File: src/rtl/izh_synapse_driver.sv
// rtl/izh_synapse_driver.sv - synaptic current driver for an Izhikevich integrator
// Scans the previous step's spikes, accumulates weights with saturation, decays and presents I.
module izh_synapse_driver #(
    parameter int WIDTH     = 20,
    parameter int FR_WIDTH  = 11,
    parameter int N         = 8,
    parameter int TAU_SHIFT = 3
) (
    input  logic                     clk,
    input  logic                     rst,
    input  logic                     step_valid,
    output logic                     step_ready,
    input  logic [N-1:0]             spikes,
    input  logic                     w_we,
    input  logic [$clog2(N)-1:0]     w_addr,
    input  logic signed [WIDTH-1:0]  w_data,
    output logic signed [WIDTH-1:0]  i_out,
    output logic                     i_valid,
    output logic                     busy,
    output logic                     overrun
);

    localparam int AW = $clog2(N);
    localparam logic [AW-1:0] LAST_IDX = AW'(N - 1);
    localparam logic signed [WIDTH-1:0] ACC_MAX = {1'b0, {(WIDTH-1){1'b1}}};
    localparam logic signed [WIDTH-1:0] ACC_MIN = {1'b1, {(WIDTH-1){1'b0}}};

    if (N < 2 || N > 64 || FR_WIDTH >= WIDTH || TAU_SHIFT < 1 || TAU_SHIFT >= WIDTH) begin : g_bad_params
        $error("izh_synapse_driver: unsupported parameter set");
    end

    typedef enum logic [1:0] {
        S_IDLE,
        S_SCAN,
        S_DECAY
    } state_t;

    state_t                   state_q, state_d;
    logic [AW-1:0]            idx_q, idx_d;
    logic [N-1:0]             spike_q, spike_d;
    logic signed [WIDTH-1:0]  acc_q, acc_d;
    logic signed [WIDTH-1:0]  iout_q, iout_d;
    logic                     ivalid_q, ivalid_d;
    logic                     overrun_q, overrun_d;
    logic signed [WIDTH-1:0]  w_q [N];

    logic signed [WIDTH-1:0]  w_rd;
    logic signed [WIDTH:0]    sum_ext;
    logic signed [WIDTH-1:0]  sum_sat;
    logic signed [WIDTH-1:0]  acc_decay;

    // Combinational read of the current register value: a same-edge write lands after this read.
    assign w_rd    = w_q[idx_q];
    assign sum_ext = {acc_q[WIDTH-1], acc_q} + {w_rd[WIDTH-1], w_rd};
    assign sum_sat = (sum_ext[WIDTH] != sum_ext[WIDTH-1]) ?
                     (sum_ext[WIDTH] ? ACC_MIN : ACC_MAX) : sum_ext[WIDTH-1:0];
    assign acc_decay = acc_q - (acc_q >>> TAU_SHIFT);

    always_comb begin
        state_d   = state_q;
        idx_d     = idx_q;
        spike_d   = spike_q;
        acc_d     = acc_q;
        iout_d    = iout_q;
        ivalid_d  = 1'b0;
        overrun_d = overrun_q | (step_valid & (state_q != S_IDLE));
        case (state_q)
            S_IDLE: begin
                if (step_valid) begin
                    spike_d = spikes;
                    idx_d   = '0;
                    state_d = S_SCAN;
                end
            end
            S_SCAN: begin
                if (spike_q[idx_q]) begin
                    acc_d = sum_sat;
                end
                idx_d = idx_q + 1'b1;
                if (idx_q == LAST_IDX) begin
                    state_d = S_DECAY;
                end
            end
            S_DECAY: begin
                acc_d    = acc_decay;
                iout_d   = acc_decay;
                ivalid_d = 1'b1;
                state_d  = S_IDLE;
            end
            default: begin
                state_d = S_IDLE;
            end
        endcase
    end

    always_ff @(posedge clk) begin
        if (rst) begin
            state_q   <= S_IDLE;
            idx_q     <= '0;
            spike_q   <= '0;
            acc_q     <= '0;
            iout_q    <= '0;
            ivalid_q  <= 1'b0;
            overrun_q <= 1'b0;
        end else begin
            state_q   <= state_d;
            idx_q     <= idx_d;
            spike_q   <= spike_d;
            acc_q     <= acc_d;
            iout_q    <= iout_d;
            ivalid_q  <= ivalid_d;
            overrun_q <= overrun_d;
        end
    end

    always_ff @(posedge clk) begin
        if (rst) begin
            for (int k = 0; k < N; k++) begin
                w_q[k] <= '0;
            end
        end else if (w_we && (int'(w_addr) < N)) begin
            w_q[w_addr] <= w_data;
        end
    end

    assign step_ready = (state_q == S_IDLE);
    assign busy       = (state_q != S_IDLE);
    assign i_out      = iout_q;
    assign i_valid    = ivalid_q;
    assign overrun    = overrun_q;

endmodule

File: config.mk
export PLATFORM = sky130hd
export DESIGN_NAME = izh_synapse_driver
export DESIGN_NICKNAME = d
export VERILOG_FILES = /design/src/rtl/izh_synapse_driver.sv
export SDC_FILE = /design/constraint.sdc
export NUM_CORES = 1
export LEC_CHECK = 0
export ABC_AREA = 1
export CORE_MARGIN = 10
export CORE_UTILIZATION = 55
export DETAILED_ROUTE_END_ITERATION = 6
export PLACE_DENSITY = 0.74
export RECOVER_POWER = 100
export SKIP_CTS_REPAIR_TIMING = 1
export SLEW_MARGIN = 5
export SYNTH_ARGS = -nofsm -noshare
export SYNTH_HDL_FRONTEND = slang
export SYNTH_SLANG_ARGS = --single-unit
File: constraint.sdc
create_clock -name clk -period 4.1 [get_ports clk]
set_input_delay 0.41 -clock clk [delete_from_list [all_inputs] [get_ports clk]]
set_output_delay 0.41 -clock clk [all_outputs]
set_load 0.03 [all_outputs]
==> flow_metrics.py, run 1 <==
metrics = {
    "placed_design": {
        "detailed_place.area_mm2": 0.0124,
        "port-buffer-count": 58,
        "finalWeightedCongestion": 0.973,
        "place_hpwl_mm": 20.1,
        "number_of_cells_in_the_design_after_placement": 1702,
    },
    "routing": {
        "route.antenna.remaining_nets": 0,
        "drc_errors": 0,
        "routed_wire_length_per_instance_um": 16.9,
        "vias_per_cell": 5.51,
        "detail_route.iter0.violations": 765,
        "final_wl_mm": 29.4,
        "via_count_of_the_routed_design": 9595,
        "drt_pass1_iterations": 6,
    },
    "critical_path": {
        "timing.critical_path.cells": "buf_4 -> o21ai_0 -> o22ai_1 -> nor2_1 -> a31oi_1 -> ha_1 -> a21oi_1 -> a21oi_1 -> nor2_1 -> nand3_1 -> nand2_1 -> nand2_2 -> nand3_2 -> nand2_4 -> inv_2 -> nand3_1 -> nand2_1 -> inv_1",
        "critPathLaunchType": "flip-flop",
        "worstPathRequired_ps": 4530,
        "arrival_ps": 4130,
        "slowest_stage": "buf_4",
        "end_kind": "flip-flop",
        "critical_path_peak_fanout": 80,
        "critical-path-max-stage-delay_ps": 600,
        "class_of_the_most_critical_setup_path": "reg2reg",
    },
    "power_and_ir_drop": {
        "finalPower_mw": 5.64,
        "combinationalPowerShare_pct": 21.2,
        "p_int_mw": 3.92,
        "power.static_leakage_nw": 5.58,
        "p_seq_share_pct": 45.2,
        "power.switching_mw": 1.72,
        "power_frac_clock_pct": 33.5,
        "vdd_drop_max_v": 0.000416,
        "swShare_pct": 30.5,
        "pwr_density_cell_mw_per_mm2": 433,
    },
    "layout": {
        "layout.filler_cells": 1808,
        "final_cell_area_mm2": 0.0130,
        "antenna-diode-count": 0,
        "syn_to_final_growth_pct": 12.7,
        "final_nets": 1535,
        "mostFrequentLayoutCells": "nor2_1, nand2_1, edfxtp_1",
        "layoutNonFillerInstCount": 1741,
        "final_layout_size_suffix_gt1_share_pct": 3.81,
        "layout_commonest_cell": "nor2_1",
    },
    "sta": {
        "timing.final.hold_violations": 0,
        "fmax_mhz": 271,
        "slew_violations": 0,
        "worst_pin_slew_ps": 1470,
        "finalSetupViolations": 0,
        "holdWs_ps": 460,
        "timing.max_slew.rel_slack_pct": 1.73,
        "timing.setup.tns_ps": 0,
        "final.period_utilization_pct": 90.2,
        "clock-skew-final_ps": 19.2,
        "finalWorstPathRequiredPeriod_ps": 3700,
        "grt_setup_unrepaired": "no",
    },
    "cts": {
        "clock_sinks": 218,
        "deepest_clock_path_buffer_count": 3,
        "cts_tree": "built",
        "tritoncts.num_buffers": 23,
        "cts-htree-levels": 1,
        "worst_setup_hold_path_clk_slew_ps": 60,
        "insertion_delay_ps": 540,
        "ctsRootBufferMaster": "clkbuf_16",
    },
    "grt": {
        "grt_start_max_net_pins": 81,
        "first_global_vias": 9273,
        "grt_pass1_wl_mm": 46.7,
        "grtUsageTotal_pct": 21.4,
        "grt_antenna_before_repair": 0,
        "gr_ovfl_total": 0,
    },
    "floorplan": {
        "placementRows": 52,
        "die-area_mm2": 0.0272,
        "count_of_pins_on_the_block_boundary": 59,
        "floorplan.die.height_um": 165,
        "floorplan.initialDensity_pct": 56.6,
        "core_area_mm2": 0.0204,
        "floorplan.die.width_um": 165,
    },
    "logic_synthesis": {
        "synthArstFlopShare_pct": 0,
        "synth-seq-cells": 218,
        "ys_warn_count": 0,
        "number_of_enable_flip_flop_cells_after_synthesis": 160,
        "ys_dominant_reg_cell": "edfxtp_1",
        "synth.lib_cells_used.distinct": 37,
        "syn_area_per_cell_um2": 8.18,
        "mappedNetlistArea_mm2": 0.0116,
        "synth.net_count": 1492,
        "synthesis.instances": 1414,
        "ys_seq_area_share_pct": 51.6,
    },
    "worst_hold_path": {
        "min_path_type": "reg2reg",
    },
    "run": {
        "number_of_max_cap_violations": 0,
    },
    "outcome": {
        "run_status": "completed",
    },
}
-- registers in the layout (all words and copies together) (netlist names), named ones only --
| register | flops |
|---|---|
| i_out | 20 |
| overrun | 1 |
| spike_q | 8 |
| w_q | 160 |
| acc_q | 20 |
| i_valid | 1 |
| state_q | 2 |
| idx_q | 3 |
-- cell type report --
cell class / instances / area, um2 / share of cell area [%]
tap: 270 / 338 / 2.59
timing repair buffer: 79 / 718 / 5.51
clock buffer: 29 / 598 / 4.59
multi-input combinational: 1009 / 4870 / 37.4
sequential: 218 / 5970 / 45.8
inverter: 126 / 473 / 3.63
clock inverter: 10 / 65.1 / 0.499
-- per-stage QoR --
step | worst slack [ps] | utilization (%)
floorplan | 1100 | -
global placement | 562 | 60.8
detailed placement | 471 | 60.8
CTS | 458 | 64.1
global route | 32.3 | 63.8
finish | 403 | 63.8
-- logic make-up after synthesis --
logic type / after synthesis / share of synthesized area (%)
adders and majority gates: 43 / 4.78
DFF: 218 / 51.6
and+or+nand+nor: 683 / 24.0
buffers and inverters: 187 / 6.13
AOI/OAI and AO/OA: 270 / 12.5
xor gates and xnor gates: 13 / 0.985
-- routing by layer --
layer / vias to the layer above / track usage (%) / wire length [um]
met5: - / 0 / 0
met4: 0 / 7.81 / 958
met3: 65 / 3.36 / 1930
met2: 298 / 35.7 / 13900
met1: 4422 / 27.4 / 12600
li1: 4810 / - / -
-- worst paths after layout --
kind	slack, ps	to	depth (start not counted)	startpoint
setup / recovery	400	acc_q[9]	18	flip-flop
hold / removal	460	i_out[13]	2	i_out[13]
setup reg to reg	400	acc_q[9]	18	flip-flop
hold reg to reg	460	i_out[13]	2	i_out[13]
-- power groups by stage --
stage          Combinational (mW)  Clock, mW  Sequential, mW
2_1_floorplan               0.884          0            2.57
3_3_place_gp                 1.18          0            2.59
3_5_place_dp                 1.19          0            2.60
4_1_cts                      1.20       1.91            2.55
5_1_grt                      1.35       2.00            2.56
6_report                     1.20       1.89            2.55
-- worst max-delay path, delay by kind of cell (launching register included) --
| family | cells | cell delay [ps] |
|---|---|---|
| adder cells (fa/ha/maj) | 1 | 330 |
| buffers and inverters | 3 | 770 |
| AND/OR/NAND/NOR | 9 | 1030 |
| flip-flops | 1 | 320 |
| AO/OA/AOI/OAI | 5 | 1080 |
-- synth_stat cells (2+ instances only) --
library cell,count,share of area (%)
a21boi_0,2,0.13
a21o_1,2,0.13
a21oi_1,74,3.2
a31oi_1,20,1.1
buf_1,2,0.065
buf_2,5,0.22
clkbuf_1,54,1.8
dfxtp_1,58,10
edfxtp_1,160,42
fa_1,2,0.35
ha_1,41,4.4
inv_1,122,4.0
inv_2,3,0.097
nand2_1,186,6.0
nand2_2,3,0.16
nand2_4,3,0.29
nand3_1,58,2.5
nand3b_1,2,0.13
nand4_1,14,0.76
nor2_1,399,13
nor2_2,5,0.27
nor3_1,7,0.30
o21ai_0,139,6.0
o21bai_1,7,0.45
o221ai_1,2,0.15
o22ai_1,21,1.1
o31ai_1,2,0.13
xnor2_1,5,0.38
xor2_1,8,0.61
Note: power is estimated with default switching activity, not from simulation.
==> run 2, diff against run 1 <==
Settings changed: REMOVE_ABC_BUFFERS set to 1.
==> run 2 against run 1 <==
  * The run now ends with max-capacitance violations, max-slew violations left
  * Sequential power about the same
  * Die area unchanged
  * Critical path depth up 1
  * Sequential share of layout area down 0.51 points
  * Clock-buffer cell count up 1
  * Non-clock buffer count up 4
  * Global-route usage up 0.80 points
  * Via count up 2.6%
  * Sequential cell count unchanged
  * First-iteration DRC count up 2.2%
  * Cell count up 0.40%
  * Setup slack better by 81 ps
==> flow_metrics.py, run 2 (synthesis gave the netlist of run 1 again) <==
metrics = {
    "layout": {
        "final_cell_area_mm2": 0.0132,
        "mostFrequentLayoutCells": "nor2_1, nand2_1, edfxtp_1",
        "multiInputGateArea_mm2": 0.00488,
        "final_nets": 1540,
        "syn_to_final_growth_pct": 14.0,
        "number_of_flip_flops_under_the_largest_register_name": 160,
        "antenna-diode-count": 0,
        "layout_commonest_cell": "nor2_1",
        "final_layout_size_suffix_gt1_share_pct": 4.26,
        "finalCoreUtilization_pct": 64.5,
        "sequential_cell_area_mm2": 0.00597,
        "largest-register": "w_q",
        "layoutNonFillerInstCount": 1748,
        "layout.filler_cells": 1779,
    },
    "sta": {
        "clock-skew-final_ps": 12.5,
        "finalWorstPathRequiredPeriod_ps": 3620,
        "fmax_mhz": 277,
        "finalSetupViolations": 0,
        "slew_violations": 84,
        "worst_pin_slew_ps": 2090,
        "setup_slack_ps": 484,
        "timing.final.hold_violations": 0,
        "final.period_utilization_pct": 88.2,
        "timing.max_slew.rel_slack_pct": -39.6,
        "grt_setup_unrepaired": "no",
    },
    "power_and_ir_drop": {
        "vdd_drop_max_v": 0.000411,
        "pwr_density_cell_mw_per_mm2": 451,
        "power.static_leakage_nw": 5.65,
    },
    "outcome": {
        "failed_checks": "max-capacitance violations, max-slew violations",
        "run_status": "finished, violations left",
    },
    "routing": {
        "detail_route.iter0.violations": 782,
        "routed_wire_length_per_instance_um": 17.4,
        "via_count_of_the_routed_design": 9840,
        "drc_errors": 0,
        "drt_pass1_iterations": 6,
        "route.antenna.remaining_nets": 0,
        "final_wl_mm": 30.4,
        "vias_per_cell": 5.63,
    },
    "floorplan": {
        "floorplan.die.width_um": 165,
        "floorplan.initialDensity_pct": 56.6,
        "placementRows": 52,
        "count_of_pins_on_the_block_boundary": 59,
        "die-area_mm2": 0.0272,
        "floorplan.die.height_um": 165,
        "core_area_mm2": 0.0204,
    },
    "critical_path": {
        "worstRegToRegCells": 19,
        "critical_path_peak_fanout": 38,
        "class_of_the_most_critical_setup_path": "reg2reg",
        "critPathLaunchType": "flip-flop",
        "worstPathRequired_ps": 4550,
        "slowest_stage": "buf_4",
        "worst-r2r-setup-slack_ps": 480,
        "critical-path-max-stage-delay_ps": 380,
        "timing.critical_path.cells": "clkinv_1 -> buf_4 -> buf_4 -> o21ai_0 -> o22ai_1 -> nor2_1 -> a31oi_1 -> ha_1 -> a21oi_1 -> a21oi_1 -> nor2_1 -> nand3_1 -> nand2_1 -> nand2_1 -> nand2_4 -> nand2_4 -> inv_1 -> nand2_1 -> a21oi_1",
        "cp_num_cells": 19,
        "end_kind": "flip-flop",
        "arrival_ps": 4070,
        "cp.buffers_inverters": 4,
        "timing.rr.end": "acc_q[0]",
        "crit_end": "acc_q[0]",
        "critPathTopFamily": "compound AO/OA/AOI/OAI gates",
    },
    "cts": {
        "insertion_delay_ps": 540,
        "cts_tree": "built",
        "cts-htree-levels": 1,
        "worst_setup_hold_path_clk_slew_ps": 60,
        "clock_sinks": 218,
        "ctsRootBufferMaster": "clkbuf_16",
        "tritoncts.num_buffers": 24,
        "deepest_clock_path_buffer_count": 3,
    },
    "placed_design": {
        "place_hpwl_mm": 21.1,
        "detailed_place.area_mm2": 0.0124,
        "number_of_cells_in_the_design_after_placement": 1706,
        "port-buffer-count": 58,
        "finalWeightedCongestion": 0.893,
        "dp_worst_setup_slack_ps": 711,
    },
    "run": {
        "number_of_max_cap_violations": 2,
    },
    "grt": {
        "grtUsageTotal_pct": 22.2,
        "gr_ovfl_total": 0,
        "grt_start_max_net_pins": 45,
        "first_global_vias": 9739,
        "grt_pass1_wl_mm": 48.7,
        "grt_antenna_before_repair": 0,
    },
    "worst_hold_path": {
        "min_path_type": "reg2reg",
    },
}
## run 2: stage by stage
stage / power, mW / setup TNS [ps] / hold WS (ps)
CTS: 5.96 / 0 / 464
finish: 5.94 / 0 / 459
global placement: 3.78 / 0 / 450
global route: 6.21 / 0 / 474
floorplan: 3.44 / -23620 / 450
detailed placement: 3.81 / 0 / 456
## run 2: area by class of cell
| class | count | area share [%] |
|---|---|---|
| clock inverter | 12 | 1.29 |
| clock buffer | 30 | 4.73 |
| multi-input combinational | 1009 | 37.1 |
| inverter | 126 | 3.59 |
| tap | 270 | 2.56 |
| timing repair buffer | 83 | 5.47 |
| sequential | 218 | 45.3 |
## run 2: routing by layer
metal	share of wire [%]	track usage [%]
met4	2.4	6.64
met5	0	0
met1	42	27.8
met2	49	38.7
met3	6.6	3.21
## run 2: power breakdown
group | internal (mW) | switching, mW | leakage (nW)
logic | 0.396 | 0.820 | 3.27
clock network | 1.28 | 0.894 | 0.380
registers | 2.49 | 0.0609 | 2.00
## run 2: how the worst min path moves through the flow
| stage | start | endpoint | cells past startpoint | slack, ps |
|---|---|---|---|---|
| final | i_out[19] | i_out[19] | 2 | 460 |
| after global routing | i_out[5] | i_out[5] | 2 | 470 |
| after CTS | i_out[19] | i_out[19] | 2 | 460 |
| after detailed placement | i_out[19] | i_out[19] | 2 | 460 |
| after global placement | i_out[10] | i_out[10] | 2 | 450 |
| after floorplan | spike_q[1] | spike_q[1] | 2 | 450 |
## run 2: tightest hold or removal path: stages, from the launching register on
cell and delay, ps:
dfxtp_1 300, nand2_1 60, a21oi_1 50
